File: config.mk
export PLATFORM = sky130hd
export DESIGN_NAME = regfile_scoreboard_flat
export DESIGN_NICKNAME = d
export VERILOG_FILES = /design/src/rtl/regfile_pkg.sv /design/src/rtl/regfile_if.sv /design/src/rtl/regfile_rdport.sv /design/src/rtl/regfile_scoreboard.sv /design/src/flat_wrapper.sv
export SDC_FILE = /design/constraint.sdc
export NUM_CORES = 2
export LEC_CHECK = 0
export CELL_PAD_IN_SITES_DETAIL_PLACEMENT = 0
export CELL_PAD_IN_SITES_GLOBAL_PLACEMENT = 1
export CORE_ASPECT_RATIO = 0.9
export CORE_UTILIZATION = 57
export DETAILED_ROUTE_END_ITERATION = 8
export PLACE_DENSITY = 0.95
export SYNTH_ARGS = -nofsm -noshare
export SYNTH_HDL_FRONTEND = slang
export SYNTH_HIERARCHICAL = 1
export SYNTH_SLANG_ARGS = --single-unit
File: constraint.sdc
create_clock -name clk -period 58.6 [get_ports clk]
set_input_delay 14.65 -clock clk [delete_from_list [all_inputs] [get_ports clk]]
set_output_delay 14.65 -clock clk [all_outputs]
set_load 0.02 [all_outputs]
File: src/rtl/regfile_pkg.sv
// Shared constants and the byte-merge helper for the register-file scoreboard.
package regfile_pkg;

  localparam int DATA_W_DEF = 32;
  localparam int ADDR_W_DEF = 5;
  localparam int NUM_RD_DEF = 2;

  // Widest word the merge helper handles; callers size-cast in and out.
  localparam int MERGE_W  = 256;
  localparam int MERGE_BE = MERGE_W / 8;

  function automatic logic [MERGE_W-1:0] byte_merge(
    input logic [MERGE_W-1:0]  word,
    input logic [MERGE_W-1:0]  data,
    input logic [MERGE_BE-1:0] be
  );
    logic [MERGE_W-1:0] res;
    res = word;
    for (int b = 0; b < MERGE_BE; b++) begin
      if (be[b]) res[b*8 +: 8] = data[b*8 +: 8];
    end
    return res;
  endfunction

endpackage

File: src/rtl/regfile_if.sv
// Bundle of read ports, write port, reservation port and busy count.
interface regfile_if
  import regfile_pkg::*;
#(
  parameter int DATA_W = DATA_W_DEF,
  parameter int ADDR_W = ADDR_W_DEF,
  parameter int NUM_RD = NUM_RD_DEF
) ();

  // Handshake: wr_en and rsv_en are single-cycle qualifiers sampled on the
  // rising clk edge; there is no back-pressure, every strobe is accepted.
  logic [NUM_RD-1:0][ADDR_W-1:0] rd_addr;
  logic [NUM_RD-1:0][DATA_W-1:0] rd_data;
  logic [NUM_RD-1:0]             rd_busy;
  logic                          wr_en;
  logic [ADDR_W-1:0]             wr_addr;
  logic [DATA_W-1:0]             wr_data;
  logic [DATA_W/8-1:0]           wr_be;
  logic                          rsv_en;
  logic [ADDR_W-1:0]             rsv_addr;
  logic [ADDR_W:0]               busy_cnt;

  modport master (
    output rd_addr, wr_en, wr_addr, wr_data, wr_be, rsv_en, rsv_addr,
    input  rd_data, rd_busy, busy_cnt
  );

  modport slave (
    input  rd_addr, wr_en, wr_addr, wr_data, wr_be, rsv_en, rsv_addr,
    output rd_data, rd_busy, busy_cnt
  );

endinterface

File: src/rtl/regfile_rdport.sv
// One combinational read port: register mux, same-cycle write bypass, busy lookup.
module regfile_rdport
  import regfile_pkg::*;
#(
  parameter int DATA_W   = DATA_W_DEF,
  parameter int ADDR_W   = ADDR_W_DEF,
  parameter int ZERO_REG = 1
) (
  input  logic                                reset,
  input  logic [ADDR_W-1:0]                   rd_addr_i,
  input  logic [2**ADDR_W-1:0][DATA_W-1:0]    regs_i,
  input  logic [2**ADDR_W-1:0]                busy_i,
  input  logic                                wr_ok_i,
  input  logic [ADDR_W-1:0]                   wr_addr_i,
  input  logic [DATA_W-1:0]                   wr_data_i,
  input  logic [DATA_W/8-1:0]                 wr_be_i,
  input  logic                                rsv_ok_i,
  input  logic [ADDR_W-1:0]                   rsv_addr_i,
  output logic [DATA_W-1:0]                   rd_data_o,
  output logic                                rd_busy_o
);

  logic wr_hit;
  logic rsv_hit;

  assign wr_hit  = wr_ok_i && (wr_addr_i == rd_addr_i);
  assign rsv_hit = rsv_ok_i && (rsv_addr_i == rd_addr_i);

  always_comb begin
    rd_data_o = regs_i[rd_addr_i];
    rd_busy_o = busy_i[rd_addr_i] && !(wr_hit && !rsv_hit);
    if (wr_hit) begin
      rd_data_o = DATA_W'(byte_merge(MERGE_W'(regs_i[rd_addr_i]),
                                     MERGE_W'(wr_data_i),
                                     MERGE_BE'(wr_be_i)));
    end
    // Reset masks the bypass path too, not only the stored word.
    if (reset || ((ZERO_REG != 0) && (rd_addr_i == '0))) begin
      rd_data_o = '0;
      rd_busy_o = 1'b0;
    end
  end

endmodule

File: src/rtl/regfile_scoreboard.sv
// Register file with per-register pending-writeback bits and a registered busy count.
module regfile_scoreboard
  import regfile_pkg::*;
#(
  parameter int DATA_W   = DATA_W_DEF,
  parameter int ADDR_W   = ADDR_W_DEF,
  parameter int NUM_RD   = NUM_RD_DEF,
  parameter int ZERO_REG = 1
) (
  input  logic     clk,
  input  logic     reset,
  regfile_if.slave bus
);

  localparam int DEPTH = 2**ADDR_W;

  logic [DEPTH-1:0][DATA_W-1:0] regs_q, regs_d;
  logic [DEPTH-1:0]             busy_q, busy_d;
  logic [ADDR_W:0]              busy_cnt_q, busy_cnt_d;

  logic wr_ok;
  logic rsv_ok;
  logic cnt_inc;
  logic cnt_dec;

  // A write with no enabled byte is a no-op; register 0 may be hardwired.
  assign wr_ok  = bus.wr_en && (|bus.wr_be) &&
                  !((ZERO_REG != 0) && (bus.wr_addr == '0));
  assign rsv_ok = bus.rsv_en && !((ZERO_REG != 0) && (bus.rsv_addr == '0));

  assign cnt_inc = rsv_ok && !busy_q[bus.rsv_addr];
  assign cnt_dec = wr_ok && busy_q[bus.wr_addr] &&
                   !(rsv_ok && (bus.rsv_addr == bus.wr_addr));

  always_comb begin
    regs_d     = regs_q;
    busy_d     = busy_q;
    busy_cnt_d = busy_cnt_q;
    if (wr_ok) begin
      regs_d[bus.wr_addr] = DATA_W'(byte_merge(MERGE_W'(regs_q[bus.wr_addr]),
                                               MERGE_W'(bus.wr_data),
                                               MERGE_BE'(bus.wr_be)));
      busy_d[bus.wr_addr] = 1'b0;
    end
    // Applied after the clear so a same-address reservation wins.
    if (rsv_ok) busy_d[bus.rsv_addr] = 1'b1;
    if (cnt_inc && !cnt_dec) begin
      busy_cnt_d = busy_cnt_q + {{ADDR_W{1'b0}}, 1'b1};
    end else if (cnt_dec && !cnt_inc) begin
      busy_cnt_d = busy_cnt_q - {{ADDR_W{1'b0}}, 1'b1};
    end
  end

  always_ff @(posedge clk or posedge reset) begin
    if (reset) begin
      regs_q     <= '0;
      busy_q     <= '0;
      busy_cnt_q <= '0;
    end else begin
      regs_q     <= regs_d;
      busy_q     <= busy_d;
      busy_cnt_q <= busy_cnt_d;
    end
  end

  assign bus.busy_cnt = busy_cnt_q;

  for (genvar i = 0; i < NUM_RD; i++) begin : g_rd
    regfile_rdport #(
      .DATA_W   (DATA_W),
      .ADDR_W   (ADDR_W),
      .ZERO_REG (ZERO_REG)
    ) u_rdport (
      .reset      (reset),
      .rd_addr_i  (bus.rd_addr[i]),
      .regs_i     (regs_q),
      .busy_i     (busy_q),
      .wr_ok_i    (wr_ok),
      .wr_addr_i  (bus.wr_addr),
      .wr_data_i  (bus.wr_data),
      .wr_be_i    (bus.wr_be),
      .rsv_ok_i   (rsv_ok),
      .rsv_addr_i (bus.rsv_addr),
      .rd_data_o  (bus.rd_data[i]),
      .rd_busy_o  (bus.rd_busy[i])
    );
  end

endmodule

File: src/flat_wrapper.sv
// flat-port wrapper written by rule: the top's interface ports become plain ports
module regfile_scoreboard_flat import regfile_pkg::*;
#(
  parameter int DATA_W   = DATA_W_DEF,
  parameter int ADDR_W   = ADDR_W_DEF,
  parameter int NUM_RD   = NUM_RD_DEF,
  parameter int ZERO_REG = 1
)
  (clk, reset, bus_rd_addr, bus_wr_en, bus_wr_addr, bus_wr_data, bus_wr_be, bus_rsv_en, bus_rsv_addr, bus_rd_data, bus_rd_busy, bus_busy_cnt);
  regfile_if #(.DATA_W(DATA_W), .ADDR_W(ADDR_W), .NUM_RD(NUM_RD)) bus_i ();
  input  logic clk;
  input  logic reset;
  input wire logic [$bits(bus_i.rd_addr)-1:0] bus_rd_addr;
  input wire logic [$bits(bus_i.wr_en)-1:0] bus_wr_en;
  input wire logic [$bits(bus_i.wr_addr)-1:0] bus_wr_addr;
  input wire logic [$bits(bus_i.wr_data)-1:0] bus_wr_data;
  input wire logic [$bits(bus_i.wr_be)-1:0] bus_wr_be;
  input wire logic [$bits(bus_i.rsv_en)-1:0] bus_rsv_en;
  input wire logic [$bits(bus_i.rsv_addr)-1:0] bus_rsv_addr;
  output wire logic [$bits(bus_i.rd_data)-1:0] bus_rd_data;
  output wire logic [$bits(bus_i.rd_busy)-1:0] bus_rd_busy;
  output wire logic [$bits(bus_i.busy_cnt)-1:0] bus_busy_cnt;
  assign bus_i.rd_addr = bus_rd_addr;
  assign bus_i.wr_en = bus_wr_en;
  assign bus_i.wr_addr = bus_wr_addr;
  assign bus_i.wr_data = bus_wr_data;
  assign bus_i.wr_be = bus_wr_be;
  assign bus_i.rsv_en = bus_rsv_en;
  assign bus_i.rsv_addr = bus_rsv_addr;
  assign bus_rd_data = bus_i.rd_data;
  assign bus_rd_busy = bus_i.rd_busy;
  assign bus_busy_cnt = bus_i.busy_cnt;
  regfile_scoreboard #(.DATA_W(DATA_W), .ADDR_W(ADDR_W), .NUM_RD(NUM_RD), .ZERO_REG(ZERO_REG)) u_core (.clk(clk), .reset(reset), .bus(bus_i));
endmodule
==> impl_metrics.csv <==
group,metric,value,unit
timing,fin_crit_sh,0.584,
route,first_pass_iters,7,
cts,post_cts_buffers,0,
route,num_vias,53912,
timing,finalSetupTns,0,ns
final_layout,fin_area,73800,um2
final_layout,final_cell_mix,"mux2_2, dfrtp_1, mux2i_1",
synth,synth-edff-count,0,
floorplan,dieHeight,330,um
route,drt_iter0_drc,9889,
global_route,grt_pass1_wl,374,mm
cts,clk_latency,0.76,ns
setup_path,arrival,19.54,ns
floorplan,dieArea,121000,um2
cts,clkTransAtPathRegs,0.06,ns
floorplan,ios,132,
final_layout,area_growth,8.10,%
route,wire_per_inst,38.9,um
synth,synth_area_per_cell,13.1,um2
synth,syn_inst,5206,
pwr,vdd_drop_max,0.0273,mV
setup_path,required,43.95,ns
global_route,gr-usage-all-layers,0.426,
floorplan,die_width,367,um
synth,yosys-top-cells-area,"dfrtp_1, mux2_2, mux4_2",
synth,async_flop_share,1.00,
timing,max_freq,0.0292,GHz
setup_path,cp_max_fo,25,
cts,hold_buffers,0,
placement,gp_congestion,0.951,
setup_path,cp_slowest_stage_delay,1.02,ns
floorplan,core,119000,um2
global_route,grt_pass1_vias,52817,
global_route,grt-ovfl-total,0,
synth,ys.flop_type,"dfrtp_1",
route,viasPerCell,8.04,
global_route,antenna_found_initial,18,
synth,synth_top_cell_area_share,0.390,
route,ant_nets,0,
timing,report.final.slew_viol_count,20,
cts,cts_max_level,3,
cts,cts_buffers,114,
timing,fin_crit,34.19,ns
run_status,outcome,"complete, but fails checks",
placement,hpwl,149,mm
setup_path,cp_slowest_cell,"a2111oi_0",
floorplan,num_rows,120,
timing,clock_skew,0.0525,ns
placement,io_buffer_count,131,
cts,clockBufferDepth,3,
timing,hold_slack,0.419,ns
timing,finalHoldViolations,0,
floorplan,start_util,0.574,
timing,setup_violations,0,
cts,cts_tree,"done",
synth,syn_nets,5273,
setup_path,critical_path_class,"primary input to output port",
route,routed_wl,261,mm
final_layout,final_common_cell,"mux2_2",
placement,dp.cells,6478,
synth,yosysTopAreaCell,"dfrtp_1",
setup_path,crit_path_end_kind,"output port",
route,drc_errors,0,
setup_path,cp_cell_sequence,"buf_2, buf_4, nor2_1, nand2_2, buf_4, o22ai_1, a2111oi_0, o221a_2, clkdlybuf4s50_1",
worst_hold_path,hold_path_class,"flip-flop to flip-flop",
run_status,violations,"max-capacitance violations, max-slew violations",
global_route,grt_max_degree,179,
setup_path,critPathMostFrequentCell,"buf_4",
final_layout,final_cells,6705,
timing,final.setup.worst_slack,24.41,ns
placement,place_ws,24.69,ns
synth,synthesis.area,68200,um2
synth,ys_ff_latch,1062,
synth,yosys_warnings,6,
timing,slew_headroom,-0.0232,
cts,cts_root_buf,"clkbuf_16",
timing,rsz0062_at_grt,"no",
final_layout,nets,5077,
timing,worst_pin_slew,1.53,ns
cts,cts.sinks,1062,
cts,cts_resized,0,
pwr,leakagePower,0.0318,uW
final_layout,drive_gt1_frac,0.424,
placement,dpl_cell_area,69800,um2
synth,seq_area_frac_synth,0.390,
flow_run,drv_cap,3,
setup_path,startpoint_type,"primary input",
pwr,power.density,32.9,nW/um2
synth,synth_cell_types,81,
-- registers in the layout, indices dropped and copies added, names as in the netlist --
register,flops
u_core/bus.busy_cnt,6
u_core/busy_q,32
u_core/regs_q,1024
-- final timing paths --
kind / startpoint / endpoint / slack, ns / cells past startpoint
max: bus_rd_addr[8] / bus_rd_data[49] / 24.41 / 9
min: u_core/regs_q[23] / u_core/regs_q[23] / 0.42 / 0
max reg2reg: u_core/busy_q[7] / u_core/bus.busy_cnt[5] / 55.00 / 13
min reg2reg: u_core/regs_q[23] / u_core/regs_q[23] / 0.42 / 0
max in group asynchronous: reset / u_core/regs_q[385] / 40.54 / 5
min in group asynchronous: reset / u_core/regs_q[212] / 14.86 / 2
-- worst max-delay path, delay by kind of cell --
| kind | cells | cell delay (ns) |
|---|---|---|
| AND/OR/NAND/NOR | 2 | 0.74 |
| buffers and inverters | 4 | 2.43 |
| AO/OA/AOI/OAI | 3 | 1.63 |
-- stage by stage --
| step | utilization | total power [uW] |
|---|---|---|
| 6_report | 0.621 | 2430 |
| 5_1_grt | 0.621 | 2500 |
| 4_1_cts | 0.621 | 2400 |
| 3_5_place_dp | 0.587 | 1630 |
| 3_3_place_gp | 0.587 | 1600 |
| 2_1_floorplan | - | 1460 |
-- power by group --
| part | switching, uW | internal, uW |
|---|---|---|
| combinational | 291 | 334 |
| clock | 322 | 449 |
| sequential | 156 | 875 |
-- logic make-up (layout without fill, tap and decap cells) --
group / after synthesis / count (layout) / share of synthesized area
DFF: 1062 / 1062 / 0.390
adders and majority gates: 7 / 7 / 0.00139
buffers and inverters: 632 / 530 / 0.0516
muxes: 2163 / 2163 / 0.429
AOI/OAI and AO/OA: 744 / 744 / 0.0820
xor gates and xnor gates: 30 / 30 / 0.00385
and+or+nand+nor: 568 / 568 / 0.0428
other: 0 / 15 / 0
-- cell type report --
class / instances / area, um2
fillers: 8645 / 45000
clock buffers: 167 / 3310
well taps: 1586 / 1980
clock inverters: 43 / 637
multi-input cells: 3512 / 38600
diodes: 15 / 37.5
repair buffers: 275 / 2460
inverters: 45 / 176
flip-flops and latches: 1062 / 26600
-- Yosys cell counts (all sizes together), types with 6 or more instances --
cell,count
clkbuf,192
mux2i,500
buf,395
o21bai,15
a211oi,12
nand2b,18
mux4,460
a22oi,103
nor2b,25
xor2,17
nand3b,7
nor2,172
ha,6
o21ai,63
o31ai,6
dfrtp,1062
nand2,93
a21oi,17
nor4,39
o221a,62
and3,12
o22ai,246
nand3,37
a41oi,12
or2,54
nor3,66
or3,7
a31oi,15
a21o,12
mux2,1203
inv,45
o211ai,12
o221ai,65
and2,11
xnor2,13
a32oi,22
a2111oi,63
-- routing by layer --
| layer | GRT usage | up-vias | share of wire |
|---|---|---|---|
| met5 | 0.0104 | - | 0.0014 |
| met2 | 0.565 | 5570 | 0.39 |
| met1 | 0.522 | 26737 | 0.33 |
| met3 | 0.227 | 1616 | 0.18 |
| met4 | 0.316 | 26 | 0.093 |
| li1 | - | 19963 | - |
Note: power is estimated with default switching activity, not from simulation.
